`config.mk`:
```
export PLATFORM = sky130hd
export DESIGN_NAME = reaction_game_ctrl
export DESIGN_NICKNAME = d
export VERILOG_FILES = /design/src/rtl/reaction_pkg.sv /design/src/rtl/bcd2_counter.sv /design/src/rtl/reaction_game_ctrl.sv
export SDC_FILE = /design/constraint.sdc
export NUM_CORES = 1
export LEC_CHECK = 0
export CORE_AREA = 2 2 63 65
export CTS_BUF_LIST = sky130_fd_sc_hd__clkbuf_2
export DETAILED_ROUTE_END_ITERATION = 8
export DIE_AREA = 0 0 65 67
export MAX_ROUTING_LAYER = met4
export PLACE_DENSITY_LB_ADDON = 0.05
export RECOVER_POWER = 50
export SETUP_SLACK_MARGIN = 0.1
export SLEW_MARGIN = 15
export SYNTH_ARGS = -nofsm -noshare
export SYNTH_HDL_FRONTEND = slang
export SYNTH_SLANG_ARGS = --single-unit
export TNS_END_PERCENT = 20
```
`constraint.sdc`:
```
create_clock -name clk -period 2.8 [get_ports clk]
set_clock_uncertainty 0.2 [all_clocks]
set_input_delay 0.28 -clock clk [delete_from_list [all_inputs] [get_ports clk]]
set_output_delay 0.28 -clock clk [all_outputs]
set_load 0.005 [all_outputs]
```
`src/rtl/reaction_pkg.sv`:
```
// Shared types and constants for the reaction-timer game sequencer.
package reaction_pkg;

  typedef enum logic [1:0] {
    START  = 2'd0,
    READY  = 2'd1,
    PLAY   = 2'd2,
    FINISH = 2'd3
  } state_t;

  localparam logic [3:0]  BLANK     = 4'hF;
  localparam logic [15:0] LFSR_SEED = 16'hACE1;
  // Galois mask for x^16 + x^14 + x^13 + x^11 (right-shifting form)
  localparam logic [15:0] LFSR_TAPS = 16'hB400;

  function automatic logic [15:0] lfsr_next(input logic [15:0] s);
    return {1'b0, s[15:1]} ^ (s[0] ? LFSR_TAPS : '0);
  endfunction

endpackage

```
`src/rtl/bcd2_counter.sv`:
```
// Two-digit BCD up-counter, synchronous clear, saturating at 99.
module bcd2_counter (
  input  logic       clk,
  input  logic       reset,
  input  logic       clr,
  input  logic       inc,
  output logic [3:0] tens,
  output logic [3:0] ones,
  output logic       at_max
);

  logic [3:0] tens_q, tens_d;
  logic [3:0] ones_q, ones_d;

  always_comb begin
    tens_d = tens_q;
    ones_d = ones_q;
    if (clr) begin
      tens_d = '0;
      ones_d = '0;
    end else if (inc && !at_max) begin
      if (ones_q == 4'd9) begin
        ones_d = '0;
        tens_d = tens_q + 4'd1;
      end else begin
        ones_d = ones_q + 4'd1;
      end
    end
  end

  always_ff @(posedge clk or posedge reset) begin
    if (reset) begin
      tens_q <= '0;
      ones_q <= '0;
    end else begin
      tens_q <= tens_d;
      ones_q <= ones_d;
    end
  end

  assign tens   = tens_q;
  assign ones   = ones_q;
  assign at_max = (tens_q == 4'd9) && (ones_q == 4'd9);

endmodule

```
`src/rtl/reaction_game_ctrl.sv`:
```
// Reaction-timer game sequencer: button sync/edge, LFSR delay, BCD reaction count.
// Optional best-time register enabled by defining REACTION_BEST_EN.
module reaction_game_ctrl
  import reaction_pkg::*;
#(
  parameter int unsigned MIN_DELAY_TICKS = 10,
  parameter int unsigned DELAY_BITS      = 5
) (
  input  logic       clk,
  input  logic       reset,
  input  logic       tick,
  input  logic       btn,
  output logic [3:0] tens,
  output logic [3:0] ones,
  output logic [1:0] state,
  output logic       go,
  output logic       false_start,
  output logic       timeout,
  output logic [3:0] best_tens,
  output logic [3:0] best_ones
);

  state_t      state_q, state_d;
  logic [7:0]  wait_q, wait_d;
  logic        fs_q, fs_d;
  logic        to_q, to_d;
  logic [15:0] lfsr_q;
  logic        sync1_q, sync2_q, prev_q, press_q;
  logic        cnt_clr, cnt_inc, cnt_max;
  logic [3:0]  cnt_tens, cnt_ones;
  logic [7:0]  wait_load;

  // press is registered so it lands one cycle after the edge detector sees the rise
  always_ff @(posedge clk or posedge reset) begin
    if (reset) begin
      sync1_q <= 1'b0;
      sync2_q <= 1'b0;
      prev_q  <= 1'b0;
      press_q <= 1'b0;
      lfsr_q  <= LFSR_SEED;
    end else begin
      sync1_q <= btn;
      sync2_q <= sync1_q;
      prev_q  <= sync2_q;
      press_q <= sync2_q & ~prev_q;
      lfsr_q  <= lfsr_next(lfsr_q);
    end
  end

  assign wait_load = 8'(MIN_DELAY_TICKS) + 8'(lfsr_q[DELAY_BITS-1:0]);

  always_comb begin
    state_d = state_q;
    wait_d  = wait_q;
    fs_d    = fs_q;
    to_d    = to_q;
    cnt_clr = 1'b0;
    cnt_inc = 1'b0;
    unique case (state_q)
      START: begin
        cnt_clr = 1'b1;
        if (press_q) begin
          wait_d  = wait_load;
          state_d = READY;
        end
      end
      READY: begin
        if (press_q) begin
          fs_d    = 1'b1;
          state_d = FINISH;
        end else if (tick) begin
          wait_d = wait_q - 8'd1;
          if (wait_q == 8'd1) begin
            cnt_clr = 1'b1;
            state_d = PLAY;
          end
        end
      end
      PLAY: begin
        if (press_q) begin
          state_d = FINISH;
        end else if (tick) begin
          if (cnt_max) begin
            to_d    = 1'b1;
            state_d = FINISH;
          end else begin
            cnt_inc = 1'b1;
          end
        end
      end
      FINISH: begin
        if (press_q) begin
          fs_d    = 1'b0;
          to_d    = 1'b0;
          state_d = START;
        end
      end
      default: state_d = START;
    endcase
  end

  always_ff @(posedge clk or posedge reset) begin
    if (reset) begin
      state_q <= START;
      wait_q  <= '0;
      fs_q    <= 1'b0;
      to_q    <= 1'b0;
    end else begin
      state_q <= state_d;
      wait_q  <= wait_d;
      fs_q    <= fs_d;
      to_q    <= to_d;
    end
  end

  bcd2_counter u_count (
    .clk    (clk),
    .reset  (reset),
    .clr    (cnt_clr),
    .inc    (cnt_inc),
    .tens   (cnt_tens),
    .ones   (cnt_ones),
    .at_max (cnt_max)
  );

  assign state       = state_q;
  assign go          = (state_q == PLAY);
  assign false_start = fs_q;
  assign timeout     = to_q;
  assign tens        = (state_q == START || state_q == READY) ? BLANK : cnt_tens;
  assign ones        = (state_q == START || state_q == READY) ? BLANK : cnt_ones;

`ifdef REACTION_BEST_EN
  logic [7:0] best_q;
  logic       best_upd;

  // only a press out of PLAY is a valid time; false starts and timeouts never qualify
  assign best_upd = (state_q == PLAY) && press_q;

  always_ff @(posedge clk or posedge reset) begin
    if (reset) begin
      best_q <= 8'h99;
    end else if (best_upd && ({cnt_tens, cnt_ones} < best_q)) begin
      best_q <= {cnt_tens, cnt_ones};
    end
  end

  assign best_tens = best_q[7:4];
  assign best_ones = best_q[3:0];
`else
  assign best_tens = BLANK;
  assign best_ones = BLANK;
`endif

endmodule

```
* After elaboration in Yosys (flattened, before gate mapping)
Cells that the tools add are included.
W data, S select, Z words.
** Operators by class
- Bitwise operators :: 3
- Eq/ne operators :: 18
- Multiplexer cells :: 37
- $add $sub $neg :: 4
- Reductions and logical operators :: 15
** Operator list (count)
- $mux W4 :: 8
- $mux W8 :: 3
- $mux W16 :: 1
- $mux W2 :: 8
- $pmux W8 S2 :: 1
- $xor A15 B16 Y16 :: 1
- $ne A2 B2 Y1 const B :: 7
- $mux W1 :: 12
- $reduce_bool A2 Y1 :: 5
- $add A4 B1 Y4 const B :: 2
- $eq A4 B4 Y1 const B :: 2
- $eq A8 B1 Y1 const B :: 1
- $pmux W2 S4 :: 1
- $sub A8 B1 Y8 const B :: 1
- $add A4 B5 Y6 const A :: 1
- $ne A3 B3 Y1 const B :: 2
- $pmux W1 S2 :: 3
- $reduce_and A6 Y1 :: 1
- $reduce_and A5 Y1 :: 1
- $eq A2 B2 Y1 const B :: 2
- $reduce_and A4 Y1 :: 1
- $ne A3 B1 Y1 const B :: 1
- $ne A3 B2 Y1 const B :: 1
- $reduce_and A3 Y1 :: 1
- 9 further kinds :: 10
** Storage, ports and cells
- Output and inout port bits :: 21
- Logic and storage cells :: 88
- Bits in registers :: 40
- Input port bits :: 4

* Longest topological paths before layout
Gate-level depths: netlist of run 1.
- Depth after elaboration :: 9
- Depth in mapped cells :: 9
- Depth with buffers taken out :: 6

* By module
Synthesis of run 1 repeated with hierarchy kept, for this count alone.
** Second synthesis, totals
- Cells, all modules :: 190
- Area, all modules :: 2062.0 um2
** Modules (own cells, without submodules)
- reaction_game_ctrl :: area each 1569.0 um2, instances 1, cells each 138, seq. area each 810.8 um2
- bcd2_counter :: area each 493.0 um2, instances 1, cells each 52, seq. area each 200.2 um2

* Worst setup path after synthesis of run 1
Ideal clock, no wire load.
- Kind :: register to register
- Start point :: reg state_q[1] (netlist: state[1])
- End point :: reg wait_q[3]
- Stages on the path, launching flop included :: 10
- Path slack :: 504 ps
- Buffers on the path :: 3
- Clock period less this slack :: 2296 ps
- Required time :: 2474 ps
- Arrival :: 1971 ps
- Library setup time :: 126 ps
- Cell sequence :: dfrtp_1 -> clkbuf_1 -> inv_1 -> ha_1 -> buf_2 -> and3b_1 -> clkbuf_1 -> nor2_4 -> o21ai_1 -> a221o_1
** On the way
- Word-level cells in the longest chain between the ends :: 3
- Elaborated cells on any way between the ends :: 8
- Classes of those cells :: 4 x eq/ne; 1 x mux; 3 x reduce/logical
** RTL lines
- start, declared :: line reaction_game_ctrl.sv:23 : state_t state_q, state_d;
- start signal, assigned :: line reaction_game_ctrl.sv:109 : state_q <= state_d;
- $eq A2 B1 Y1 or $logic_not A2 Y1 (tied branches) :: line reaction_game_ctrl.sv:59 : unique case (state_q)
- $ne A2 B2 Y1 (no source line) or $reduce_bool A2 Y1 (tied branches)
- $reduce_and A4 Y1 (no source line)
- end signal, assigned :: line reaction_game_ctrl.sv:110 : wait_q <= wait_d;
- end, declared :: line reaction_game_ctrl.sv:24 : logic [7:0] wait_q, wait_d;
Several ways; a longest one is shown, not always the timed one.
A chain may end at the register's enable or synchronous reset.

* Worst setup path after layout of run 1
- Start point :: reg state_q[0] (netlist: state[0])
- End point :: out ones[0]
** On the way
- Word-level cells in the longest chain between the ends :: 3
- Elaborated cells on any way between the ends :: 4
- Classes of those cells :: 1 x eq/ne; 1 x mux; 2 x reduce/logical
** RTL lines
- $eq A2 B1 Y1 or $logic_not A2 Y1 (tied branches) :: line reaction_game_ctrl.sv:131 : assign ones = (state_q == START || state_q == READY) ? BLANK : cnt_ones;
- $logic_or A1 B1 Y1 * :: line reaction_game_ctrl.sv:131
- $mux W4 * :: line reaction_game_ctrl.sv:131
- end, declared :: line reaction_game_ctrl.sv:14 : output logic [3:0] ones,
Mark *: on every way between the ends. The rest lies on a longest branch, timed or not.

==> results of run 1 <==
==> where the power goes <==
part / switching (mW) / internal (mW)
Sequential: 0.118 / 0.677
Clock: 0.201 / 0.155
Combinational: 0.430 / 0.445
==> final timing paths <==
path / from / endpoint / slack [ns]
max in group asynchronous: reset / lfsr_q[6]$_DFF_PP1_ / 1.82
setup / recovery: state[0]$_DFFE_PP0P_ / ones[0] / 0.27
setup reg to reg: state[0]$_DFFE_PP0P_ / wait_q[7]$_DFFE_PP0P_ / 0.59
hold reg to reg: lfsr_q[6]$_DFF_PP1_ / lfsr_q[5]$_DFF_PP1_ / 0.16
min in group asynchronous: reset / wait_q[3]$_DFFE_PP0P_ / 0.18
hold / removal: lfsr_q[6]$_DFF_PP1_ / lfsr_q[5]$_DFF_PP1_ / 0.16
==> worst max-delay path: cells and delay by family (launching register included) <==
kind          cells  cell delay (ns)
fa+ha+maj         1             0.31
buf+inv           2             0.52
simple gates      1             0.34
flops             1             0.46
==> cell usage in the layout, fill, tap and decap left out, types with 6 or more instances in the layout <==
| master | netlist | routed |
|---|---|---|
| nand2b_1 | 7 | 7 |
| conb_1 | 1 | 8 |
| dfstp_2 | 8 | 8 |
| clkdlybuf4s50_1 | 0 | 14 |
| nor3_1 | 8 | 8 |
| inv_1 | 13 | 13 |
| nor2_1 | 11 | 11 |
| a21oi_1 | 17 | 17 |
| nand2_1 | 9 | 9 |
| o21ai_0 | 6 | 6 |
| dfrtp_1 | 32 | 30 |
| ha_1 | 11 | 10 |
==> stage by stage <==
stage               util, %  power [mW]  setup WS (ns)
floorplan                 -       1.305         0.5035
global placement      61.03       1.625         0.4737
detailed placement    61.03       1.640         0.3481
CTS                   63.29       2.017         0.1128
global route          63.60       2.179         0.1415
finish                63.60       2.026         0.2656
==> synthesized netlist by cell type, drive strengths merged <==
library cell / count
inv: 13
conb: 1
and3: 1
or3b: 1
or3: 1
buf: 9
nor2b: 1
o41ai: 1
xor2: 5
nor2: 12
o211ai: 1
nand3b: 3
mux2: 1
nand2b: 7
o31ai: 2
or2: 3
o31a: 1
o21ai: 7
a21oi: 17
mux2i: 4
nor3b: 1
a221o: 1
o41a: 1
nand2: 9
or4: 3
and4bb: 1
dfstp: 8
ha: 11
o22ai: 1
dfrtp: 32
o22a: 1
nor4: 3
nor3: 8
nand3: 4
xnor2: 2
a31oi: 2
and3b: 3
o221ai: 1
a211oi: 3
clkbuf: 6
==> kinds of logic (layout without fill, tap and decap cells) <==
kind of cell | after synthesis | count (layout) | share of synthesized area, %
and+or+nand+nor | 61 | 61 | 18.40
DFF | 40 | 40 | 49.88
adders and majority gates | 11 | 11 | 6.790
buffers and inverters | 28 | 41 | 6.728
muxes | 5 | 5 | 2.531
xor gates and xnor gates | 7 | 7 | 3.025
other | 1 | 8 | 0.1850
AOI/OAI and AO/OA | 39 | 39 | 12.47
==> layout make-up <==
| class | instances | area, µm² | area share [%] |
|---|---|---|---|
| Sequential cell | 40 | 1013 | 44.19 |
| Multi-Input combinational cell | 131 | 908.4 | 39.61 |
| Timing Repair Buffer | 20 | 190.2 | 8.292 |
| Tap cell | 48 | 60.06 | 2.619 |
| Inverter | 13 | 48.80 | 2.128 |
| Clock inverter | 3 | 47.55 | 2.073 |
| Clock buffer | 5 | 25.02 | 1.091 |
==> layer usage <==
| layer | vias up | part of all wire (%) |
|---|---|---|
| li1 | 691 | - |
| met1 | 701 | 45 |
| met2 | 31 | 50 |
| met3 | 8 | 3.7 |
| met4 | 0 | 1.4 |
| met5 | - | 0 |
==> flip-flops by register name, indices dropped and copies added (netlist names), 2 cells and up <==
signal        count
wait_q            8
u_count.tens      4
state             2
lfsr_q           16
u_count.ones      4
==> repair_timing <==
action / in CTS / in global routing
buffers inserted: 1 / 1
hold endpoints to repair: 0 / 0
setup endpoints to repair: 1 / 1
resized for setup: 1 / 2
==> impl_metrics.yaml, run 1 <==
clock_network:
  clock-sinks: 40
  clockRootBuffer: "clkbuf_2"
  cts_tree: "yes"
  cts-htree-levels: 2
  cts_made_buffers: 5
  cts_hold_buffers: 0
  clockBufferDepth: 2
  clock_insertion_delay_worst_skew_ns: 0.42
  cts.reportedPaths.clkPinSlew_ns: 0.24
yosys:
  synth.area.top_cells: "dfrtp_1 40%, dfstp_2 10%, ha_1 6.8%"
  yosysTopAreaCell: "dfrtp_1"
  synth_top_area_share_pct: 39.51
  yosys_warnings: 0
  seq_area_frac_synth_pct: 49.88
  ys_seq_elements: 40
  netlist_area_um2: 2027
  postSynthAreaPerCell_um2: 10.56
  yosys.cell_types.count: 46
  postSynthCellCount: 192
global_route:
  met2_usage_pct: 37.63
  grt_start_max_net_pins: 41
  grt_pass1_vias: 1434
  grt_use_total_pct: 21.23
  busiest_layer: "met2"
  antenna_found_initial: 0
  grt.met3_usage_pct: 4.561
  use_met1_pct: 24.21
  gr-total-overflow: 0
  grt_pass1_wl_um: 6727
power:
  peakVddDrop_mv: 0.4679
  p_per_area_nw_per_um2: 883.5
  p_leak_nw: 1.049
timing:
  finalCriticalPeriod_ns: 2.534
  fin_crit_sh_pct: 90.51
  fmax_ghz: 0.3946
  finalHoldViolCount: 0
  tns_ns: 0
  slew_violations: 0
  rsz0062_at_grt: "false"
  whs_ns: 0.1610
  setup_viol: 0
drt:
  via_per_inst: 5.504
  routedWlPerCell_um: 15.07
  drcViolationCount: 0
  vias: 1431
  drtPass1Iterations: 4
  ant_nets: 0
  wirelength_um: 3919
  drt_iter0_drc: 86
final_layout:
  fill_cells: 291
  finalInstanceArea_um2: 2293
  post_route_cells_drive_above_1_share_pct: 16.04
  layout.nets: 226
  diodes: 0
  area.growth.synth_to_final_pct: 13.15
  fin_cells: 260
placed_design:
  postPlaceCellArea_um2: 2201
  portBuffers: 16
  dpl.hpwl_um: 2719
  gp_congestion: 0.8730
  placed_cells_incl_taps: 250
setup_path:
  crit_arrival_ns: 2.05
  max_stage_delay_ns: 0.46
  crit_path_max_fanout: 9
  critPathLaunchType: "flip-flop"
  worst_path_max_delay_cell: "dfrtp_2"
  crit_required_ns: 2.32
  path_cells: "inv_1 > ha_1 > or3_1 > clkdlybuf4s50_1"
  reg2reg_depth: 6
  path_class: "reg2out"
  end_kind: "primary output"
floorplanning:
  dieArea_um2: 4355
  row_count: 22
  num_io_pins: 25
  fp.dieW_um: 65
  core_area_um2: 3606
  start_util_pct: 56.21
  die_y_um: 67
run:
  maxCapViolations: 0
hold_path:
  hold_path_class: "reg2reg"
  holdPathStages: 0
status:
  status: "complete, no violations"
No activity file was read; power rests on OpenSTA's default activity.
==> run 2, diff against run 1 <==
- CORE_AREA: 2 2 63 65 -> 8 8 69 71
- DIE_AREA: 0 0 65 67 -> 0 0 77 79
==> impl_metrics.yaml, run 2 (synthesized netlist as in run 1, its figures left out) <==
status:
  status: "complete, no violations"
timing:
  fmax_ghz: 0.3927
  slew_headroom_pct: 37.71
  slew_violations: 0
  tns_ns: 0
  setup_viol: 0
  rsz0062_at_grt: "false"
  fin_crit_sh_pct: 90.95
  tightest_slew_ns: 0.9343
  worst_slack_ns: 0.2533
  whs_ns: 0.1692
  finalCriticalPeriod_ns: 2.547
  finalHoldViolCount: 0
hold_path:
  hold_path_class: "reg2reg"
  whs_endpoint: "lfsr_q[5]$_DFF_PP1_"
  holdPathStages: 0
  hp-start: "lfsr_q[6]$_DFF_PP1_"
power:
  p_leak_nw: 1.041
  p_total_mw: 1.995
  peakVddDrop_mv: 0.4889
  p_per_area_nw_per_um2: 874.7
clock_network:
  cts_made_buffers: 5
  cts.reportedPaths.clkPinSlew_ns: 0.22
  clockRootBuffer: "clkbuf_2"
  cts_tree: "yes"
  clockBufferDepth: 2
  clock-sinks: 40
  cts-htree-levels: 2
  clock_insertion_delay_worst_skew_ns: 0.40
  cts_hold_buffers: 0
setup_path:
  crit_path_max_fanout: 9
  crit_buf_inv: 2
  crit_cells: 4
  r2r-start: "state[0]$_DFFE_PP0P_"
  path_class: "reg2out"
  r2r_end: "wait_q[7]$_DFFE_PP0P_"
  crit_arrival_ns: 2.07
  crit_path_start: "state[0]$_DFFE_PP0P_"
  max_stage_delay_ns: 0.47
  end_kind: "primary output"
  crit_required_ns: 2.32
  ff2ff_setup_slack_ns: 0.56
  cpLargestDelayFamily: "buffers and inverters"
  critPathLaunchType: "flip-flop"
  worst_path_max_delay_cell: "dfrtp_2"
  path_cells: "inv_1 > ha_1 > or3_1 > clkdlybuf4s50_1"
  reg2reg_depth: 6
drt:
  highest_layer: "met4"
  drt_iter0_drc: 68
  routed-wl-met3_um: 175
  drcViolationCount: 0
  ant_nets: 0
  via_per_inst: 5.540
  wl_met2_um: 1965
  drtPass1Iterations: 4
  routedWlPerCell_um: 14.90
  wl_met1_um: 1677
  wirelength_um: 3890
  vias: 1446
floorplanning:
  start_util_pct: 53.36
  die_y_um: 79
  core_area_um2: 3799
  dieArea_um2: 6083
  fp.dieW_um: 77
  num_io_pins: 25
  row_count: 23
run:
  maxCapViolations: 0
global_route:
  grt_pass1_wl_um: 6686
  gr-total-overflow: 0
  grt_use_total_pct: 14.10
  grt_pass1_vias: 1468
  grt_start_max_net_pins: 41
  antenna_found_initial: 0
final_layout:
  layout.nets: 225
  finalInstanceArea_um2: 2281
  regMostFlops: "lfsr_q"
  top_regs: "lfsr_q x16, wait_q x8"
  post_route_cells_drive_above_1_share_pct: 15.17
  area.growth.synth_to_final_pct: 12.53
  diodes: 0
  layout_common_cells: "30 x dfrtp_1, 17 x a21oi_1, 14 x clkdlybuf4s50_1"
  largest_reg_flops: 16
  final_common_cell: "dfrtp_1"
placed_design:
  postPlaceCellArea_um2: 2203
  place_ws_ns: 0.3691
  dpl.hpwl_um: 2857
  portBuffers: 16
  gp_congestion: 0.8204
run 2: changes by cell type in the layout (fill, tap and decap cells not counted), sizes merged:
cell	previous run	this run
buf	4	2
clkbuf	5	6
run 2: timing repair:
item / 4_1_cts / 5_1_grt
buffers inserted: 1 / 0
resized for setup: 1 / 2
pin swaps: 0 / 0
setup endpoints to repair: 1 / 1
run 2: cell type report:
class | count | area (µm²)
Clock buffer | 5 | 25.02
Clock inverter | 3 | 42.54
Fill cell | 358 | 1518
Inverter | 13 | 48.80
Multi-Input combinational cell | 131 | 908.4
Sequential cell | 40 | 1013
Tap cell | 50 | 62.56
Timing Repair Buffer | 19 | 180.2
run 2: metrics by stage:
| step | utilization (%) | cells |
|---|---|---|
| after floorplan | - | 199 |
| after CTS | 60.01 | 261 |
| after global placement | 58.00 | 252 |
| after detailed placement | 58.00 | 252 |
| after global routing | 60.05 | 261 |
| final | 60.05 | 261 |
run 2: worst max path at each step:
| stage | end | slack (ns) |
|---|---|---|
| 2_1_floorplan | wait_q[3]$_DFFE_PP0P_ | 0.50 |
| 3_3_place_gp | state[1]$_DFFE_PP0P_ | 0.46 |
| 3_5_place_dp | state[1]$_DFFE_PP0P_ | 0.37 |
| 4_1_cts | ones[0] | 0.11 |
| 5_1_grt | ones[0] | 0.11 |
| 6_report | ones[0] | 0.25 |
run 2: where the power goes:
part           total, mW  switching [mW]  leakage [nW]  internal, mW
registers          0.799           0.122         0.495         0.677
clock network      0.342           0.192        0.0406         0.150
logic              0.854           0.419         0.505         0.435
run 2: worst register-to-register path, delay by kind of cell (launching register included):
kind                     cells  cell delay (ns)
AND/OR/NAND/NOR              3             0.79
flip-flops                   1             0.50
adder cells (fa/ha/maj)      1             0.34
multiplexers                 1             0.22
buffers and inverters        1             0.10
run 2: metal layers:
layer	vias up	GRT usage, %
met3	8	4.966
met2	30	23.70
li1	687	-
met4	0	7.170
met1	721	14.43
met5	-	-
==> run 3, diff against run 2 <==
- CORE_AREA: 8 8 69 71 -> 8 8 73 75
- DIE_AREA: 0 0 77 79 -> 0 0 81 83
- PLACE_DENSITY: unset -> 0.67
- PLACE_DENSITY_LB_ADDON: 0.05 -> unset
==> impl_metrics.yaml, run 3 (synthesized netlist as in run 1, its figures left out) <==
status:
  status: "complete, no violations"
drt:
  drt_iter0_drc: 104
  via_per_inst: 5.435
  routedWlPerCell_um: 15.36
  routed-wl-met3_um: 230
  wirelength_um: 4024
  highest_layer: "met4"
  wl_met2_um: 1927
  ant_nets: 0
  drcViolationCount: 0
  vias: 1424
  wl_met1_um: 1800
  drtPass1Iterations: 4
global_route:
  gr-total-overflow: 0
  grt_start_max_net_pins: 41
  grt_pass1_vias: 1385
  antenna_found_initial: 0
  grt_use_total_pct: 13.26
  grt_pass1_wl_um: 6844
floorplanning:
  die_y_um: 83
  fp.dieW_um: 81
  start_util_pct: 48.21
  core_area_um2: 4204
  row_count: 24
  dieArea_um2: 6723
  num_io_pins: 25
final_layout:
  area.growth.synth_to_final_pct: 12.47
  fill_cells: 382
  multi_input_area_um2: 908.4
  largest_reg_flops: 16
  layout.nets: 224
  diodes: 0
  regMostFlops: "lfsr_q"
  final_common_cell: "dfrtp_1"
  post_route_cells_drive_above_1_share_pct: 15.24
  layout_common_cells: "30 x dfrtp_1, 17 x a21oi_1, 14 x clkdlybuf4s50_1"
  top_regs: "lfsr_q x16, wait_q x8"
  final_util_pct: 54.23
  ff_latch_area_um2: 1013
setup_path:
  ff2ff_setup_slack_ns: 0.57
  crit_path_max_fanout: 9
  crit_required_ns: 2.32
  worst_path_max_delay_cell: "dfrtp_2"
  cpLargestDelayFamily: "buffers and inverters"
  max_stage_delay_ns: 0.48
  path_cells: "inv_1 > ha_1 > or3_1 > clkdlybuf4s50_1"
  end_kind: "primary output"
  critPathLaunchType: "flip-flop"
  crit_buf_inv: 2
  path_class: "reg2out"
  crit_arrival_ns: 2.06
timing:
  slew_violations: 0
  finalHoldViolCount: 0
  fmax_ghz: 0.3930
  tightest_slew_ns: 0.9431
  setup_viol: 0
  finalCriticalPeriod_ns: 2.544
  worst_slack_ns: 0.2557
  fin_crit_sh_pct: 90.87
  slew_headroom_pct: 37.12
  tns_ns: 0
  rsz0062_at_grt: "false"
  whs_ns: 0.1713
clock_network:
  clockBufferDepth: 2
  clockRootBuffer: "clkbuf_2"
  cts_made_buffers: 5
  cts.reportedPaths.clkPinSlew_ns: 0.22
  cts_tree: "yes"
  cts-htree-levels: 2
  clock-sinks: 40
  clock_insertion_delay_worst_skew_ns: 0.39
placed_design:
  dpl.hpwl_um: 2888
  portBuffers: 16
  gp_congestion: 0.8901
  place_ws_ns: 0.3404
power:
  peakVddDrop_mv: 0.4213
  p_leak_nw: 1.035
  p_per_area_nw_per_um2: 880.3
  p_total_mw: 2.007
hold_path:
  hold_path_class: "reg2reg"
run:
  maxCapViolations: 0
==> run 3: changes by cell type in the layout (fill, tap and decap cells not counted), sizes merged <==
cell,before,now
clkinv,2,0
buf,2,1
clkinvlp,0,1
inv,13,14
==> run 3: final timing paths <==
path,from,to,depth (start not counted)
min in group asynchronous,reset,u_count.tens[1]$_DFFE_PP0P_,3
worst max register to register,state[0]$_DFFE_PP0P_,wait_q[7]$_DFFE_PP0P_,6
max in group asynchronous,reset,state[0]$_DFFE_PP0P_,3
worst min register to register,lfsr_q[7]$_DFF_PP1_,lfsr_q[6]$_DFF_PP1_,0
worst min-delay path,lfsr_q[7]$_DFF_PP1_,lfsr_q[6]$_DFF_PP1_,0
worst max-delay path,state[0]$_DFFE_PP0P_,ones[0],4
==> run 3: layout make-up <==
type / count / share of cell area, %
Tap cell: 52 / 2.854
Clock buffer: 5 / 1.098
Inverter: 13 / 2.141
Clock inverter: 3 / 2.031
Timing Repair Buffer: 18 / 7.574
Multi-Input combinational cell: 131 / 39.85
Sequential cell: 40 / 44.46
==> run 3: through the flow <==
step	area, µm²	instances
after floorplan	2053	199
after global placement	2198	253
after detailed placement	2198	253
after CTS	2278	262
after global routing	2280	262
final	2280	262
==> run 3: per-layer routing <==
layer	vias to the layer above	global-route usage, %
met5	-	-
met1	694	17.11
li1	677	-
met3	7	3.987
met2	46	19.05
met4	0	4.878
==> run 3: report_power, final <==
group	total (mW)	internal, mW	leakage [nW]	switching [mW]
registers	0.801	0.677	0.495	0.124
clock network	0.350	0.154	0.0396	0.196
logic	0.856	0.426	0.500	0.429
total	2.01	1.26	1.04	0.749
==> run 3: what timing repair did <==
action | in CTS | in global routing
setup endpoints to repair | 1 | 1
gates resized for setup | 1 | 2
hold buffers | 0 | 0
buffers inserted | 1 | 0
